[config.mk]
export PLATFORM = sky130hd
export DESIGN_NAME = modn_updown_counter
export DESIGN_NICKNAME = d
export VERILOG_FILES = /design/src/rtl/modn_updown_counter.sv
export SDC_FILE = /design/constraint.sdc
export NUM_CORES = 1
export LEC_CHECK = 0
export ABC_AREA = 1
export CAP_MARGIN = 25
export CELL_PAD_IN_SITES_DETAIL_PLACEMENT = 0
export CELL_PAD_IN_SITES_GLOBAL_PLACEMENT = 1
export CORE_MARGIN = 10
export CORE_UTILIZATION = 25
export DETAILED_ROUTE_END_ITERATION = 8
export PLACE_DENSITY = 0.69
export SYNTH_ARGS = -nofsm -noshare
export SYNTH_HDL_FRONTEND = slang
export SYNTH_SLANG_ARGS = --single-unit
[constraint.sdc]
create_clock -name clk -period 1.15 [get_ports clk]
set_input_delay 0.23 -clock clk [delete_from_list [all_inputs] [get_ports clk]]
set_output_delay 0.23 -clock clk [all_outputs]
set_load 0.03 [all_outputs]
[src/rtl/modn_updown_counter.sv]
// ---------------------------------------------------------------------------
// modn_updown_counter
//
// Parametrised synchronous up/down modulo-N counter with parallel load,
// count enable, a combinational terminal-count flag and a registered wrap
// pulse. It is meant to be cascaded into multi-digit counters (BCD digits,
// timers): drive the next stage's en from this stage's tc.
//
// Parameters
//   WIDTH    bit width of the count register (>= 1)
//   MODULUS  number of count states, count runs 0..MODULUS-1
//            (2 <= MODULUS <= 2**WIDTH)
//
// Ports
//   clk     in   1      rising-edge clock
//   rst     in   1      synchronous active-high reset
//   en      in   1      count enable
//   up      in   1      direction, 1 = up, 0 = down
//   load    in   1      synchronous parallel load strobe
//   d       in   WIDTH  parallel load value (out-of-range values load 0)
//   q       out  WIDTH  current count, registered
//   q_gray  out  WIDTH  Gray-code form of q, registered alongside q
//   tc      out  1      terminal count, high in the cycle before a wrap edge
//   wrap    out  1      one-cycle pulse in the cycle after a wrap edge
//
// Edge priority is rst > load > en.
// ---------------------------------------------------------------------------
module modn_updown_counter #(
    parameter int WIDTH   = 4,
    parameter int MODULUS = 10
) (
    input  logic             clk,
    input  logic             rst,
    input  logic             en,
    input  logic             up,
    input  logic             load,
    input  logic [WIDTH-1:0] d,
    output logic [WIDTH-1:0] q,
    output logic [WIDTH-1:0] q_gray,
    output logic             tc,
    output logic             wrap
);

    // Highest legal count, and the modulus widened by one bit so that
    // MODULUS == 2**WIDTH is still representable for range comparisons.
    localparam logic [WIDTH-1:0] MAX_COUNT = WIDTH'(MODULUS - 1);
    localparam logic [WIDTH:0]   MOD_EXT   = (WIDTH + 1)'(MODULUS);

    // Reject illegal parameter combinations while the design elaborates.
    if (WIDTH < 1 || MODULUS < 2 || ((MODULUS - 1) >> WIDTH) != 0) begin : g_bad_params
        $error("modn_updown_counter: MODULUS=%0d illegal for WIDTH=%0d", MODULUS, WIDTH);
    end

    logic [WIDTH-1:0] q_next;
    logic             wrap_next;
    logic             d_in_range;
    logic             q_in_range;

    assign d_in_range = ({1'b0, d} < MOD_EXT);
    assign q_in_range = ({1'b0, q} < MOD_EXT);

    // Next-count selection for load / count / hold. Reset is applied in the
    // register process because it overrides everything here. A count edge
    // from an out-of-range value (only reachable after a glitch) recovers
    // to 0 in either direction and does not count as a wrap.
    always_comb begin
        q_next    = q;
        wrap_next = 1'b0;
        if (load) begin
            q_next = d_in_range ? d : '0;
        end else if (en) begin
            if (!q_in_range) begin
                q_next = '0;
            end else if (up) begin
                if (q == MAX_COUNT) begin
                    q_next    = '0;
                    wrap_next = 1'b1;
                end else begin
                    q_next = q + 1'b1;
                end
            end else begin
                if (q == '0) begin
                    q_next    = MAX_COUNT;
                    wrap_next = 1'b1;
                end else begin
                    q_next = q - 1'b1;
                end
            end
        end
    end

    // Count, Gray and wrap registers. The Gray value is encoded from the
    // next count so that q_gray always matches the q it is registered with.
    always_ff @(posedge clk) begin
        if (rst) begin
            q      <= '0;
            q_gray <= '0;
            wrap   <= 1'b0;
        end else begin
            q      <= q_next;
            q_gray <= q_next ^ (q_next >> 1);
            wrap   <= wrap_next;
        end
    end

    // Terminal count is combinational so a cascaded stage sees it in the
    // same cycle and steps on exactly the edge where this stage wraps.
    assign tc = en & ~load & ~rst &
                ((up & (q == MAX_COUNT)) | (~up & (q == '0)));

endmodule

Word level (Yosys, flattened, before mapping)

Cells that the tools add are included.

Multiplexer cells: 10
Reduce and logical (&&, ||, !) cells: 2
Add/sub/neg operators: 2
$mul: 0
$lt $le $gt $ge: 2
Shift-type cells: 0
Div/mod/pow operators: 0
Eq/ne operators: 1
Bitwise gates (word level): 12

Operators by type and width:

| operator                                                           | count |
|---|---|
| 4-bit 2-to-1 mux                                                   | 7 |
| 4-bit < comparator, second input constant                          | 2 |
| 1-bit bitwise AND                                                  | 5 |
| 1-bit inverter                                                     | 5 |
| 4-bit by 1-bit adder with 4-bit output, second input constant      | 1 |
| 4-bit equality test, second input constant                         | 1 |
| 4-bit logical NOT                                                  | 1 |
| 4-bit OR reduction                                                 | 1 |
| 4-bit by 1-bit subtractor with 4-bit output, second input constant | 1 |
| 4-bit by 3-bit XOR with 4-bit output                               | 1 |
| 1-bit 2-to-1 mux                                                   | 3 |
| 1-bit OR                                                           | 1 |

ROM bits: 0
Bits in registers: 9
Input bits: 9
RAM bits: 0
Bits in latches: 0
Memories: 0

Depth between registers and ports, before layout

Depth after elaboration: 7
Mapped depth: 12
Mapped depth without buffers: 12

Worst setup path after synthesis

OpenSTA, ideal clock, no wires.

Kind: reg-to-output
Start point: register q[3]
End point: output tc
Required time: 920 ps
Slack: -514 ps
Cell stages (with the launch flop): 5
Arrival: 1434 ps
Buffers on the path: 0
Cell sequence: dfxtp_1 > nand2_1 > nor2_1 > o2111ai_1 > nor2_1

Word-level cells in the longest chain between the ends: 4

RTL lines:

| element                                                         | line | source |
|---|---|---|
| start, declared                                                 | 38   | `output logic [WIDTH-1:0] q,` |
| start signal, assigned                                          | 100  | `q <= q_next;` |
| 4-bit equality test / 4-bit logical NOT (equally long branches) | 109  | `((up & (q == MAX_COUNT)) \| (~up & (q == '0)));` |
| 1-bit bitwise AND                                               | 109  |  |
| 1-bit OR *                                                      | 109  |  |
| 1-bit bitwise AND *                                             | 108  | `assign tc = en & ~load & ~rst &` |
| end, declared                                                   | 40   | `output logic tc,` |

Every way passes the cells marked *; elsewhere a longest branch is shown, timed or not.

Final worst setup path

Start point: register q[0]
End point: output tc

The elaborated chain is that of the path after synthesis.

==> results by group <==
Cells and area
  – Final Util: 52.8%
  – Layout cells sized above 1: 50.0%
  – Layout area overhead: 97.4%
  – Most frequent cells in the layout: nand2_1, buf_4, inv_1, buf_6
  – Commonest non-fill, non-tap cell in the layout: nand2_1
  – Diodes inserted: 0
  – # fillers: 197
  – Final nets: 141

Placed design
  – RD Place Congestion: 0.804
  – Hpwl dp: 1.37 mm
  – # port buffers: 18

Critical path
  – CP max FO: 4
  – Max stage delay on crit path: 380 ps
  – Crit path capture type: primary output
  – Worst EP required: 920 ps
  – Critical path arrival: 1250 ps
  – Crit start category: flop
  – Crit-path slowest cell: dfxtp_4
  – Buffers and inverters on the worst path: 1
  – Setup CP Type: reg -> out
  – Crit-path cells: nand2_2 -> nor2_4 -> o2111ai_4 -> nor2_4 -> buf_6
  – Critical path's top delay family: flip-flops
  – CP most frequent cell: nor2_4

Status
  – Failing checks: negative setup slack
  – Outcome: complete, but fails checks

Logic synthesis
  – Cells after Synth: 91
  – Flops & latches, synth: 8
  – Distinct cells, synth: 15
  – Mapped Area: 531 um^2
  – Syn nets: 100
  – Synth warn: 0
  – Seq/Total Area, Yosys: 30.2%
  – Syn Area/Cell: 5.83 um^2

STA
  – Final setup TNS: -1160 ps
  – PnR worst setup slack: -333 ps
  – Fin crit share: 129%
  – Fmax: 674 MHz
  – Final hold violations: 0
  – Slew Viols, Final: 0
  – Worst-margin pin slew: 376 ps
  – Max-Slew Margin vs Limit: 74.7%
  – Endpoints failing setup: 8
  – Final min period: 1480 ps
  – Clock skew: 6.94 ps
  – RSZ-0062 raised after global routing: yes

Die
  – Cell Rows: 16
  – Width of the chip: 66.1 um
  – Die area: 4360 um^2
  – Core Region: 1980 um^2
  – IO Pins: 19
  – Die Ht: 66.1 um
  – Initial Util: 26.8%

Clock tree
  – Clock sinks: 8
  – Worst-Skew Late Latency: 250 ps
  – Cell chosen for the clock root: clkbuf_4
  – CTS Buffer Depth: 2
  – CTS buffer count: 3
  – H-tree depth: 1
  – CTS tree: built
  – Clock-pin slew on the worst setup and hold paths: 60 ps

Job
  – Maxcap violations: 0

Route
  – Routed Antenna Nets: 0
  – DRC viols: 0
  – Starting DRT DRC Count: 11
  – Total length of routed wires: 1.71 mm
  – WL/cell: 10.9 um
  – Initial DRT Pass Iterations: 2
  – DR vias: 666
  – Via-to-Cell Ratio: 4.24

GRT
  – Gr ovfl total: 0
  – Pin count of the biggest net entering global routing: 8
  – Total Routing Usage GR: 8.04%
  – Initial antenna violation count: 0
  – Vias in the first global route: 678
  – First-pass GRT wire length: 2.79 mm

Min path
  – Min-Delay Path Class: in -> reg

Power
  – Power Density: 928 nW/um^2
  – Lkg Pwr: 0.509 nW
  – Peak VDD IR: 664 uV
==> sequential cells by signal, summed over array words and instances, names as in the netlist <==
signal and flops:
wrap 1, q_gray 3, q 4
==> worst min-delay path: cells and delay by family <==
family | cells | cell delay (ps)
simple gates | 1 | 80
buf+inv | 3 | 490
compound gates | 1 | 40
==> metal layers <==
layer	global-route usage [%]	share of wire (%)
met2	13.9	51
met3	3.73	6.8
met1	7.58	40
met5	0	0
met4	4.97	2.4
==> final timing paths <==
check / start / to / slack (ps) / depth (start not counted)
max: q[0]$_SDFF_PP0_ / tc / -330 / 5
max reg2reg: q[2]$_SDFF_PP0_ / q_gray[2]$_SDFF_PP0_ / -200 / 12
min: up / wrap$_SDFF_PP0_ / 630 / 5
min reg2reg: q[0]$_SDFF_PP0_ / wrap$_SDFF_PP0_ / 790 / 4
==> kinds of logic after synthesis <==
logic type	count (synthesis)	share of synthesized area, %
flip-flops	8	30.2
buffers and inverters	13	9.91
AND/OR/NAND/NOR	57	44.1
AO/OA/AOI/OAI	13	15.8
==> synthesized netlist by cell type, drive strengths merged <==
library cell | n | area (um^2)
nand2 | 37 | 149
nor2 | 16 | 65.1
inv | 12 | 45.0
dfxtp | 8 | 160
a21oi | 7 | 50.1
o21ai | 5 | 25.0
nand3 | 4 | 20.0
buf | 1 | 7.51
o2111ai | 1 | 8.76
==> where the power goes <==
part,switching (W),internal (W),total (W)
registers,0.0000233,0.000299,0.000323
logic,0.000239,0.000201,0.000439
clock network,0.0000912,0.000119,0.000210
total,0.000353,0.000619,0.000972
==> area by class of cell <==
class                           count  area [um^2]  area share, %
Multi-Input combinational cell     70          432           41.2
Timing Repair Buffer               37          334           31.9
Sequential cell                     8          175           16.7
Inverter                           12         50.0           4.78
Tap cell                           27         33.8           3.23
Clock buffer                        3         22.5           2.15
==> through the flow <==
stage          power (W)  hold slack [ps]  area (um^2)  worst slack (ps)  instances
2_1_floorplan   0.000523              293          562              -108         91
3_3_place_gp    0.000679              662          848              -370        149
3_5_place_dp    0.000676              664          848              -387        149
4_1_cts         0.000924              621          946              -350        154
5_1_grt          0.00104              675         1050              -397        157
6_report        0.000972              635         1050              -333        157
==> what timing repair did <==
item / CTS / global route
cloned: 0 / 0
endpoints found under the setup margin: 8 / 10
buffers inserted: 2 / 3
gates resized for setup: 16 / 22
pin swaps: 8 / 8
endpoints found under the hold margin: 0 / 0
hold buffers: 0 / 0
Note: power is estimated with default switching activity, not from simulation.
